$ cat src/rtl/fifo_256_60bit_rd_stream.sv
// Read-side drain for the 256x60 FIFO: pops the FIFO and absorbs its 1-cycle read latency.
// Presents a valid/ready stream through a 2-entry buffer; pops stop once buffer plus in-flight words reach 2.
module fifo_256_60bit_rd_stream #(
  parameter int DW = 60,
  parameter int CW = 16
) (
  input  logic          clk,
  input  logic          rst,
  input  logic          clr,
  input  logic          fifo_empty,
  input  logic [DW-1:0] fifo_dout,
  output logic          fifo_re,
  output logic          fifo_clr,
  output logic          out_valid,
  input  logic          out_ready,
  output logic [DW-1:0] out_data,
  output logic [CW-1:0] word_count
);

  logic [1:0]    r_occ;
  logic          r_inflight;
  logic [DW-1:0] r_buf0;
  logic [DW-1:0] r_buf1;
  logic [CW-1:0] r_word_count;
  logic          w_pop;
  logic [2:0]    w_level;

  assign out_valid  = (r_occ != 2'd0);
  assign out_data   = r_buf0;
  assign word_count = r_word_count;
  assign fifo_clr   = clr;
  assign w_pop      = out_valid & out_ready;

  // Slots committed after this edge; a pop this cycle frees one in time for a new read.
  assign w_level = {1'b0, r_occ} + {2'b00, r_inflight} - {2'b00, w_pop};
  assign fifo_re = ~rst & ~clr & ~fifo_empty & (w_level < 3'd2);

  always_ff @(posedge clk) begin
    if (rst || clr) begin
      r_occ        <= 2'd0;
      r_inflight   <= 1'b0;
      r_word_count <= '0;
      r_buf0       <= '0;
      r_buf1       <= '0;
    end else begin
      r_inflight <= fifo_re;
      if (w_pop) begin
        r_word_count <= r_word_count + {{(CW-1){1'b0}}, 1'b1};
      end
      case ({r_inflight, w_pop})
        2'b10: begin
          if (r_occ == 2'd0) begin
            r_buf0 <= fifo_dout;
          end else begin
            r_buf1 <= fifo_dout;
          end
          r_occ <= r_occ + 2'd1;
        end
        2'b01: begin
          r_buf0 <= r_buf1;
          r_occ  <= r_occ - 2'd1;
        end
        2'b11: begin
          if (r_occ == 2'd1) begin
            r_buf0 <= fifo_dout;
          end else begin
            r_buf0 <= r_buf1;
            r_buf1 <= fifo_dout;
          end
        end
        default: ;
      endcase
    end
  end

endmodule

$ cat config.mk
export PLATFORM = sky130hd
export DESIGN_NAME = fifo_256_60bit_rd_stream
export DESIGN_NICKNAME = d
export VERILOG_FILES = /design/src/rtl/fifo_256_60bit_rd_stream.sv
export SDC_FILE = /design/constraint.sdc
export NUM_CORES = 1
export LEC_CHECK = 0
export BUFFER_PORTS_ARGS = -buffer_cell sky130_fd_sc_hd__buf_2
export CAP_MARGIN = 30
export CELL_PAD_IN_SITES_DETAIL_PLACEMENT = 1
export CELL_PAD_IN_SITES_GLOBAL_PLACEMENT = 2
export CORE_MARGIN = 4
export CORE_UTILIZATION = 28
export CTS_CLUSTER_SIZE = 20
export DETAILED_ROUTE_END_ITERATION = 7
export PLACE_DENSITY = 0.77
export RECOVER_POWER = 100
export SLEW_MARGIN = 10
export SYNTH_ARGS = -nofsm -noshare
export SYNTH_HDL_FRONTEND = slang
export SYNTH_SLANG_ARGS = --single-unit
$ cat constraint.sdc
create_clock -name clk -period 2.8 [get_ports clk]
set_input_delay 0.42 -clock clk [delete_from_list [all_inputs] [get_ports clk]]
set_output_delay 0.42 -clock clk [all_outputs]
set_load 0.01 [all_outputs]
==> Word-level counts from Yosys, hierarchy flattened <==
Index checks and enable logic that the tools add are counted.
{ "classes": {"mux": 7, "add_sub_neg": 5, "n_eq_ne": 7, "magnitude_cmp": 1, "n_reduce_logical": 8, "n_bitwise": 7} }
{ "ops": {"columns": ["op", "count"], "rows": [
  ["2-to-1 mux 60 bit", 4],
  ["case mux 60 bit (3 select lines)", 1],
  ["case mux 60 bit (2 select lines)", 1],
  ["adder 16 x 1 -> 16 bit (second input constant)", 1],
  ["inequality test 2 bit (second input constant)", 3],
  ["nonzero test 2 bit", 3],
  ["bitwise AND 1 bit", 4],
  ["== test 2 x 1 -> 1 bit (second input constant)", 2],
  ["== test 2 bit (second input constant)", 2],
  ["case mux 2 bit (2 select lines)", 1],
  ["adder 2 x 1 -> 3 bit", 1],
  ["< comparator 3 x 2 -> 1 bit (second input constant)", 1],
  ["NOT 1 bit", 3],
  ["AND reduction 3 bit", 1],
  ["nonzero test 3 bit", 1],
  ["subtractor 3 x 1 -> 3 bit", 1],
  ["adder 2 x 1 -> 2 bit (second input constant)", 1],
  ["logical NOT 2 bit", 1],
  ["AND reduction 2 bit", 1],
  ["subtractor 2 x 1 -> 2 bit (second input constant)", 1],
  ["logical OR 1 bit", 1]
]} }
{ "word_totals": {"ff_bits": 139, "inputBits": 65} }

==> Depth between registers and ports, before layout <==
Gate-level depths: netlist of run 1.
{ "depth": {"ltp_word": 5, "depth_mapped": 13, "ltp_nobuf": 9} }

==> Least setup slack after synthesis of run 1 <==
OpenSTA, ideal clock, no wires.
{ "synth_path": {"path_type": "reg2out", "from": "reg r_occ[1]", "to": "out fifo_re", "path_stages_with_launch": 12, "path_buffers": 2, "t_required_ps": 2380, "t_arrival_ps": 2800, "slack_ps": -420, "cell_sequence": "dfxtp_1 > inv_1 > ha_1 > and2b_1 > buf_4 > buf_2 > inv_1 > ha_1 > nand2b_1 > fa_1 > xor2_1 > nor4b_1"} }
{ "synth_via": {"elab_chain_cells": 5, "word_cells_on_any_way": 6, "classes_between": "2 x add/sub; 1 x order compare; 2 x bitwise; 1 x reduce/logical"} }
{ "synth_rtl": {"columns": ["item", "line", "rtl"], "rows": [
  ["start, declared", "20", "logic [1:0] r_occ;"],
  ["start signal, assigned", "57", "r_occ <= r_occ + 2'd1;"],
  ["start signal, assigned", "61", "r_occ <= r_occ - 2'd1;"],
  ["parallel branches: the longest is 2 deep, another holds adder 2 x 1 -> 3 bit", null, null],
  ["subtractor 3 x 1 -> 3 bit (*)", "35", "assign w_level = {1'b0, r_occ} + {2'b00, r_inflight} - {2'b00, w_pop};"],
  ["< comparator 3 x 2 -> 1 bit (*)", "36", "assign fifo_re = ~rst & ~clr & ~fifo_empty & (w_level < 3'd2);"],
  ["bitwise AND 1 bit (*)", "36", null],
  ["end, declared", "12", "output logic fifo_re,"]
]} }
Every way passes the cells marked *.

==> Final worst setup path of run 1 <==
Same ends and word-level chain as after synthesis.

==> flow_metrics.env, run 1 <==
export IMPL_crit_slowest_cell="fa_2"
export IMPL_ys_flop_type="dfxtp_1"
export IMPL_async_flop_share_pct=0
export IMPL_leakage_uw=0.002564
export IMPL_root_buffer="clkbuf_16"
export IMPL_finalSetupViolations=1
export IMPL_synth_area_per_cell_sq_um=8.830
export IMPL_syn2layout_area_growth_pct=27.90
export IMPL_synth_top_cells_by_area="dfxtp_1 (49%), mux2i_1 (11%), a311oi_1 (9.2%)"
export IMPL_hold_viol=0
export IMPL_reg2reg_setup_slack_ns=0.32
export IMPL_grt_pass1_wl_mm=28.32
export IMPL_critPathMaxFanout=4
export IMPL_grt_util_met2_pct=26.19
export IMPL_grt_max_degree=70
export IMPL_min_period_ns=2.960
export IMPL_num_vias=5141
export IMPL_dieArea_sq_um=22790
export IMPL_timing_rr_end="out_data[20]$_SDFFE_PP0P_"
export IMPL_fillers=2447
export IMPL_min_path_cells=2
export IMPL_coreArea_sq_um=20170
export IMPL_cts_buffers=17
export IMPL_post_route_drc_count=0
export IMPL_multi_input_area_sq_um=2758
export IMPL_antenna_left=0
export IMPL_synth_cells=648
export IMPL_fin_ws_ns=-0.1596
export IMPL_gr_total_overflow=0
export IMPL_violations="setup timing"
export IMPL_cp_top_family="adder cells"
export IMPL_cp_start_kind="flop"
export IMPL_min_to="r_inflight$_SDFF_PP0_"
export IMPL_outcome="finished with violations"
export IMPL_drt_iter0_markers=199
export IMPL_cts_tree="built"
export IMPL_slowest_delay_ns=0.37
export IMPL_r2r_start="r_occ[1]$_SDFFE_PP0N_"
export IMPL_powerDensity_nw_per_um2=676.7
export IMPL_ios=144
export IMPL_worstSetupStartpoint="r_occ[1]$_SDFFE_PP0N_"
export IMPL_grt_pass1_vias=5496
export IMPL_maxCapViolCount=0
export IMPL_ys_ff_latch=139
export IMPL_path_class="reg2out"
export IMPL_yosysSeqAreaShare_pct=48.63
export IMPL_start_util_pct=28.37
export IMPL_hp_start="fifo_empty"
export IMPL_port_buffers=143
export IMPL_die_y_microns=151.0
export IMPL_fin_hold_ws_ns=0.2019
export IMPL_preCtsSetupSlack_ns=0.1289
export IMPL_critPathMostFrequentCell="ha_4"
export IMPL_gp_congestion=0.7419
export IMPL_hpwl_mm=11.33
export IMPL_busiest_layer="met2"
export IMPL_via_per_inst=4.906
export IMPL_crit_path_end_kind="output pin"
export IMPL_cts_sinks=139
export IMPL_ys_types=40
export IMPL_worstPathBufferInverterCount=3
export IMPL_grt_use_met3_pct=4.039
export IMPL_antenna_cells=0
export IMPL_antenna_found_initial=1
export IMPL_worstMarginPinSlew_ns=0.8322
export IMPL_fin_nets=835
export IMPL_clk_insertion_delay_late_ns=0.41
export IMPL_rsz0062_at_grt="yes"
export IMPL_skew_ns=0.007302
export IMPL_max_slew_margin_rel_pct=44.52
export IMPL_r2r_cells=8
export IMPL_netlist_area_sq_um=5722
export IMPL_synth_edf_count=0
export IMPL_wl_per_cell_microns=16.56
export IMPL_finalMaxSlewViolations=0
export IMPL_clock_fmax_mhz=337.9
export IMPL_fp_row_count=52
export IMPL_htreeDepth=4
export IMPL_die_w_microns=151.0
export IMPL_post_synth_top_area_cell="dfxtp_1"
export IMPL_register_area_sq_um=2790
export IMPL_syn_num_nets=718
export IMPL_wl_mm=17.35
export IMPL_hold_buffers=0
export IMPL_grt_met1_usage_pct=19.50
export IMPL_peakVddDrop_mv=0.3827
export IMPL_drive_above_1_share_pct=16.84
export IMPL_hp_class="in2reg"
export IMPL_p_total_uw=4952
export IMPL_cp_data_arrival_time_ns=2.54
export IMPL_clockBufferDepth=2
export IMPL_grt_total_usage_pct=15.51
export IMPL_worst_endpoint_required_ns=2.38
export IMPL_path_cells="inv_4 -> ha_4 -> and2b_2 -> inv_2 -> ha_4 -> nand2b_4 -> fa_2 -> xor2_2 -> nor4b_2 -> buf_2"
export IMPL_first_pass_iters=4
export IMPL_cts_clk_slew_worst_paths_ns=0.06
export IMPL_synth_top_area_share_pct=48.63
export IMPL_layout_worst_path_cycle_share_pct=105.7
export IMPL_yosysWarnings=0
-- state kept, by name (all words and copies together), names as in the netlist --
signal	flops
r_occ	2
out_data	60
r_buf1	60
r_inflight	1
word_count	16
-- worst max-delay path by stage --
| stage | to | depth (start not counted) |
|---|---|---|
| finish | fifo_re | 10 |
| global placement | fifo_re | 10 |
| floorplan | fifo_re | 11 |
| CTS | fifo_re | 10 |
| global route | fifo_re | 10 |
| detailed placement | fifo_re | 10 |
-- worst register-to-register path: stages, from the launching register on --
cell      delay [ns]
dfxtp_4         0.36
inv_4           0.04
ha_4            0.15
and2b_2         0.22
buf_4           0.65
a21o_4          0.30
buf_12          0.27
nor2_1          0.12
a311oi_1        0.27
-- cell usage in the layout, fill, tap and decap left out, types with 3 or more instances in the layout --
| master | instances |
|---|---|
| a21oi_1 | 4 |
| a311oi_1 | 60 |
| buf_12 | 3 |
| buf_2 | 66 |
| buf_4 | 9 |
| bufinv_16 | 4 |
| clkbuf_1 | 77 |
| clkbuf_16 | 17 |
| clkbuf_8 | 6 |
| dfxtp_1 | 137 |
| mux2i_1 | 61 |
| nand2_1 | 69 |
| nand3_1 | 64 |
| nand4_1 | 3 |
| nor2_1 | 137 |
| xnor2_1 | 5 |
| xor2_1 | 6 |
-- per-stage QoR --
stage,utilization [%],area (sq um),instances,setup TNS (ns)
floorplan,-,5773,648,0
global placement,33.27,6710,1013,0
detailed placement,33.27,6710,1013,0
CTS,36.76,7415,1048,-0.1584
finish,36.28,7318,1048,-0.1596
global route,36.28,7318,1048,-0.2757
-- report_power, final --
| group | switching, uW | total (uW) | internal (uW) |
|---|---|---|---|
| clock | 855 | 2490 | 1640 |
| sequential | 26.6 | 2050 | 2020 |
| combinational | 265 | 413 | 148 |
| total | 1150 | 4950 | 3810 |
-- synth_stat cells (3+ instances only) --
cell type,n
a311oi_1,60
nand2_1,71
nor2_1,137
clkbuf_1,35
buf_1,6
ha_1,4
xnor2_1,5
xor2_1,7
mux2i_1,61
nand4_1,3
inv_1,5
nand3_1,64
dfxtp_1,139
buf_2,14
a21oi_1,5
-- metal layers --
layer  vias to the layer above  wire length, microns  share of wire [%]
met5                         -                    13              0.075
met4                         2                   216                1.2
met3                        17                   802                4.6
met2                       108                  8291                 48
met1                      2504                  8027                 46
li1                       2510                     -                  -
-- kinds of logic (layout without fill, tap and decap cells) --
| group | count (synthesis) | count (layout) | share of synthesized area (%) |
|---|---|---|---|
| simple gates | 294 | 294 | 22.13 |
| buf+inv | 62 | 192 | 4.505 |
| compound gates | 75 | 75 | 11.00 |
| flops | 139 | 139 | 48.63 |
| xor+xnor | 12 | 12 | 1.837 |
| mux | 61 | 61 | 10.67 |
| fa+ha+maj | 5 | 5 | 1.225 |
-- cell type report --
type	instances	area share, %
well taps	270	4.616
multi-input cells	447	37.68
clock inverters	9	2.137
clock buffers	23	6.941
repair buffers	155	10.21
flip-flops and latches	139	38.13
inverters	5	0.2906
-- timing repair --
action                     4_1_cts  5_1_grt
cloned                           0        0
setup endpoints to repair        1        1
buffers inserted                 3        0
resized for setup                6        0
pin swaps                        1        0
hold endpoints to repair         0        0
Power figures use the tool's default switching activity.
==> run 2: changes to the inputs <==
--- a/config.mk
+++ b/config.mk
@@ -11,6 +11,7 @@
 export CELL_PAD_IN_SITES_GLOBAL_PLACEMENT = 2
 export CORE_MARGIN = 4
 export CORE_UTILIZATION = 28
+export CTS_CLUSTER_DIAMETER = 50
 export CTS_CLUSTER_SIZE = 20
 export DETAILED_ROUTE_END_ITERATION = 7
 export PLACE_DENSITY = 0.77
==> constraint.sdc (replaced) <==
create_clock -name clk -period 2.8 [get_ports clk]
set_input_delay 0 -clock clk [delete_from_list [all_inputs] [get_ports clk]]
set_output_delay 0 -clock clk [all_outputs]
set_load 0.01 [all_outputs]
==> flow_metrics.env, run 2 (synthesis results as in run 1) <==
export IMPL_outcome="finished clean"
export IMPL_clk_insertion_delay_late_ns=0.42
export IMPL_grt_met1_usage_pct=20.88
export IMPL_grt_util_met2_pct=25.85
export IMPL_worst_endpoint_required_ns=2.80
export IMPL_path_class="reg2out"
export IMPL_drive_above_1_share_pct=15.30
export IMPL_worstMarginPinSlew_ns=0.8547
export IMPL_num_vias=5311
export IMPL_p_sw_uw=1207
export IMPL_register_area_sq_um=2790
export IMPL_min_period_ns=2.671
export IMPL_r2r_start="r_occ[0]$_SDFFE_PP0N_"
export IMPL_final_core_util_pct=39.01
export IMPL_maxCapViolCount=0
export IMPL_grt_total_usage_pct=15.85
export IMPL_hp_start="out_ready"
export IMPL_cp_data_arrival_time_ns=2.67
export IMPL_die_y_microns=151.0
export IMPL_layout_worst_path_cycle_share_pct=95.41
export IMPL_leakage_uw=0.002781
export IMPL_post_route_drc_count=0
export IMPL_p_seq_share_pct=42.9
export IMPL_first_pass_iters=4
export IMPL_timing_rr_end="r_buf1[44]$_SDFFE_PP0P_"
export IMPL_placed_area_sq_um=6745
export IMPL_powerDensity_nw_per_um2=606.2
export IMPL_cts_sinks=139
export IMPL_via_per_inst=4.772
export IMPL_cts_buffers=17
export IMPL_finalSetupViolations=0
export IMPL_finalMaxSlewViolations=0
export IMPL_fin_nets=901
export IMPL_clkPwrFrac_pct=47.0
export IMPL_hp_class="in2reg"
export IMPL_antenna_left=0
export IMPL_p_total_uw=4770
export IMPL_htreeDepth=4
export IMPL_r2r_cells=10
export IMPL_start_util_pct=28.37
export IMPL_root_buffer="clkbuf_16"
export IMPL_finalNonFillerCells=1113
export IMPL_worstSetupStartpoint="r_occ[0]$_SDFFE_PP0N_"
export IMPL_p_int_uw=3564
export IMPL_grt_pass1_vias=5404
export IMPL_hpwl_mm=11.02
export IMPL_rsz0062_at_grt="no"
export IMPL_peakVddDrop_mv=0.3908
export IMPL_drt_iter0_markers=190
export IMPL_max_slew_margin_rel_pct=43.02
export IMPL_gp_congestion=0.6982
export IMPL_ios=144
export IMPL_p_sw_share_pct=25.30
export IMPL_comb_power_share_pct=10.1
export IMPL_die_w_microns=151.0
export IMPL_antenna_cells=0
export IMPL_crit_path_end_kind="output pin"
export IMPL_fillers=2388
export IMPL_multi_input_area_sq_um=2736
export IMPL_final_cell_mix="nor2_1 (137), dfxtp_1 (137), clkbuf_1 (77)"
export IMPL_coreArea_sq_um=20170
export IMPL_syn2layout_area_growth_pct=37.52
export IMPL_reg2reg_setup_slack_ns=0.25
export IMPL_cts_clk_slew_worst_paths_ns=0.06
export IMPL_final_area_sq_um=7869
export IMPL_clockBufferDepth=2
export IMPL_gr_total_overflow=0
export IMPL_port_buffers=143
export IMPL_clock_fmax_mhz=374.3
export IMPL_skew_ns=0.01031
export IMPL_final_setup_tns_ns=0
export IMPL_antenna_found_initial=0
export IMPL_min_path_cells=5
export IMPL_fp_row_count=52
export IMPL_wl_per_cell_microns=15.84
export IMPL_hold_viol=0
export IMPL_dieArea_sq_um=22790
export IMPL_critPathMaxFanout=4
export IMPL_grt_max_degree=66
export IMPL_busiest_layer="met2"
export IMPL_grt_pass1_wl_mm=28.68
export IMPL_grt_use_met3_pct=4.039
export IMPL_cts_tree="built"
export IMPL_cp_start_kind="flop"
export IMPL_endpoint="fifo_re"
export IMPL_wl_mm=17.63
export IMPL_dp_cells=1019
-- run 2: changes by cell type in the layout (fill, tap and decap cells not counted), sizes merged --
cell / delta
buf: -1
bufinv: -2
inv: +1
dlygate4sd3: +63
clkinvlp: +5
clkbuf: -1
-- run 2: power by group through the flow --
stage,Combinational (uW),Sequential (uW),Clock [uW]
floorplan,226,2100,0
global placement,417,2090,0
detailed placement,428,2090,0
CTS,498,2040,2310
global route,540,2050,2410
finish,483,2050,2240
-- run 2: final cells by class --
class	count	area share, %
Clock buffer	18	5.581
Tap cell	270	4.293
Inverter	5	0.2385
Sequential cell	139	35.46
Multi-Input combinational cell	447	34.77
Timing Repair Buffer	221	17.81
Clock inverter	13	1.844
-- run 2: timing repair --
action | CTS | global route
pin swaps | 1 | 2
hold buffers | 63 | 0
endpoints found under the setup margin | 1 | 1
gates resized for setup | 5 | 7
hold endpoints to repair | 122 | 0
buffers inserted | 0 | 0
-- run 2: worst max-delay path, stage by stage, from the launching register on --
cell	delay [ns]
dfxtp_4	0.36
inv_1	0.08
ha_2	0.17
and2b_2	0.22
inv_2	0.06
ha_4	0.20
nand2b_4	0.14
fa_2	0.35
xor2_2	0.17
nor4b_4	0.32
clkbuf_2	0.19
-- run 2: per-stage QoR --
| stage | worst slack [ns] | hold WS, ns |
|---|---|---|
| final | 0.1286 | 0.1852 |
| after CTS | 0.0003602 | 0.1691 |
| after detailed placement | 0.2161 | 0.2248 |
| after global placement | 0.2888 | 0.2205 |
| after global routing | 0.02379 | 0.2419 |
| after floorplan | 0.1241 | 0.03407 |
-- run 2: worst min path at each step --
stage                             endpoint  slack [ns]
3_3_place_gp                      fifo_clr        0.22
2_1_floorplan                      fifo_re        0.03
5_1_grt        word_count[12]$_SDFFE_PP0P_        0.24
3_5_place_dp                      fifo_clr        0.22
4_1_cts        word_count[10]$_SDFFE_PP0P_        0.17
6_report       word_count[10]$_SDFFE_PP0P_        0.19
-- run 2: layer usage --
metal  up-vias  wire [microns]
li1       2638               -
met1      2540            8317
met2       117            8239
met3        16             876
met4         0             195
met5         -               0
==> run 3: changes to the inputs <==
--- a/config.mk
+++ b/config.mk
@@ -16,6 +16,7 @@
 export DETAILED_ROUTE_END_ITERATION = 7
 export PLACE_DENSITY = 0.77
 export RECOVER_POWER = 100
+export SKIP_LAST_GASP = 1
 export SLEW_MARGIN = 10
 export SYNTH_ARGS = -nofsm -noshare
 export SYNTH_HDL_FRONTEND = slang
==> constraint.sdc (replaced) <==
create_clock -name clk -period 2.8 [get_ports clk]
set_input_delay 0.14 -clock clk [delete_from_list [all_inputs] [get_ports clk]]
set_output_delay 0.14 -clock clk [all_outputs]
set_load 0.01 [all_outputs]
==> flow_metrics.env, run 3 (synthesis results as in run 1) <==
export IMPL_min_period_ns=2.657
export IMPL_port_buffers=143
export IMPL_rsz0062_at_grt="yes"
export IMPL_grt_total_usage_pct=15.38
export IMPL_grt_pass1_wl_mm=28.23
export IMPL_cts_clk_slew_worst_paths_ns=0.06
export IMPL_endpoint="fifo_re"
export IMPL_grt_pass1_vias=5379
export IMPL_dp_cells=1017
export IMPL_peakVddDrop_mv=0.3786
export IMPL_antenna_cells=0
export IMPL_start_util_pct=28.37
export IMPL_fin_nets=894
export IMPL_leakage_uw=0.002800
export IMPL_cp_start_kind="flop"
export IMPL_root_buffer="clkbuf_16"
export IMPL_final_cell_mix="nor2_1 (137), dfxtp_1 (137), clkbuf_1 (77)"
export IMPL_layout_worst_path_cycle_share_pct=94.88
export IMPL_critPathMostFrequentCell="inv_1"
export IMPL_max_slew_margin_rel_pct=45.33
export IMPL_final_core_util_pct=39.11
export IMPL_grt_max_degree=66
export IMPL_post_route_drc_count=0
export IMPL_cts_tree="built"
export IMPL_ios=144
export IMPL_critPathMaxFanout=4
export IMPL_r2r_start="r_occ[0]$_SDFFE_PP0N_"
export IMPL_hpwl_mm=10.75
export IMPL_hold_viol=0
export IMPL_clock_fmax_mhz=376.4
export IMPL_worstSetupStartpoint="r_occ[0]$_SDFFE_PP0N_"
export IMPL_drt_iter0_markers=200
export IMPL_clockBufferDepth=2
export IMPL_wl_mm=17.10
export IMPL_dieArea_sq_um=22790
export IMPL_num_vias=5264
export IMPL_die_w_microns=151.0
export IMPL_hp_class="in2reg"
export IMPL_wl_per_cell_microns=15.45
export IMPL_clk_insertion_delay_late_ns=0.41
export IMPL_drive_above_1_share_pct=15.65
export IMPL_fp_row_count=52
export IMPL_powerDensity_nw_per_um2=625.1
export IMPL_finalMaxSlewViolations=0
export IMPL_gp_congestion=0.7316
export IMPL_coreArea_sq_um=20170
export IMPL_slowest_delay_ns=0.35
export IMPL_timing_rr_end="out_data[18]$_SDFFE_PP0P_"
export IMPL_cts_sinks=139
export IMPL_p_total_uw=4931
export IMPL_via_per_inst=4.755
export IMPL_path_class="reg2out"
export IMPL_r2r_cells=8
export IMPL_maxCapViolCount=0
export IMPL_crit_path_end_kind="output pin"
export IMPL_antenna_left=0
export IMPL_antenna_found_initial=0
export IMPL_multi_input_area_sq_um=2745
export IMPL_first_pass_iters=4
export IMPL_gr_total_overflow=0
export IMPL_worstMarginPinSlew_ns=0.8200
export IMPL_cts_buffers=17
export IMPL_cp_data_arrival_time_ns=2.52
export IMPL_register_area_sq_um=2785
export IMPL_outcome="finished clean"
export IMPL_fillers=2396
export IMPL_die_y_microns=151.0
export IMPL_reg2reg_setup_slack_ns=0.35
export IMPL_finalNonFillerCells=1107
export IMPL_htreeDepth=4
export IMPL_skew_ns=0.007980
export IMPL_syn2layout_area_growth_pct=37.85
export IMPL_worst_endpoint_required_ns=2.66
export IMPL_finalSetupViolations=0
export IMPL_path_cells="inv_1 -> ha_1 -> and2b_2 -> inv_1 -> ha_4 -> nand2b_4 -> fa_2 -> xor2_2 -> nor4b_2 -> buf_2"
export IMPL_crit_slowest_cell="fa_2"
run 3: worst max-delay path, delay by kind of cell (launching register included):
| family | cells | cell delay (ns) |
|---|---|---|
| adders and majority gates | 3 | 0.78 |
| buffers and inverters | 3 | 0.27 |
| and+or+nand+nor | 3 | 0.58 |
| DFF | 1 | 0.32 |
| xor gates and xnor gates | 1 | 0.16 |
run 3: cell type report:
type	instances	share of cell area, %
clock buffers	18	5.568
clock inverters	14	2.459
inverters	5	0.2379
multi-input cells	447	34.80
flip-flops and latches	139	35.31
well taps	270	4.283
repair buffers	214	17.34
run 3: how the worst min path moves through the flow:
| stage | cells after the start | slack, ns | startpoint | end |
|---|---|---|---|---|
| finish | 3 | 0.03 | fifo_dout[50] | r_buf1[50]$_SDFFE_PP0P_ |
| detailed placement | 2 | 0.34 | fifo_empty | r_inflight$_SDFF_PP0_ |
| CTS | 3 | 0.002 | fifo_dout[2] | r_buf1[2]$_SDFFE_PP0P_ |
| global placement | 2 | 0.34 | fifo_empty | r_inflight$_SDFF_PP0_ |
| floorplan | 1 | 0.22 | fifo_empty | r_inflight$_SDFF_PP0_ |
| global route | 3 | 0.01 | fifo_dout[50] | out_data[50]$_SDFFE_PP0P_ |
run 3: metrics by stage:
stage	setup WS, ns	area, sq um	setup TNS [ns]	hold WS (ns)
after CTS	0.03682	7974	0	0.002450
after detailed placement	0.1963	6743	0	0.3434
after global routing	-0.01597	7888	-0.01597	0.01265
after global placement	0.2877	6743	0	0.3432
final	0.1433	7888	0	0.02622
after floorplan	0.01079	5731	0	0.2167
run 3: power by group:
group	switching (uW)	leakage [uW]	total [uW]	internal [uW]
registers	24.9	0.00112	2040	2020
logic	271	0.00137	477	206
clock network	891	0.000306	2410	1520
total	1190	0.00280	4930	3740
run 3: layer usage:
metal  track usage [%]  share of wire, %  vias up
met2             24.98                47      104
met5                 0                 0        -
met3             4.369               4.6       14
met4             4.034               1.0        0
met1             20.11                48     2516
li1                  -                 -     2630
run 3: what timing repair did:
item / 4_1_cts / 5_1_grt
hold buffers: 56 / 0
buffers inserted: 2 / 0
setup endpoints to repair: 1 / 1
pin swaps: 0 / 1
resized for setup: 4 / 3
hold endpoints to repair: 101 / 0
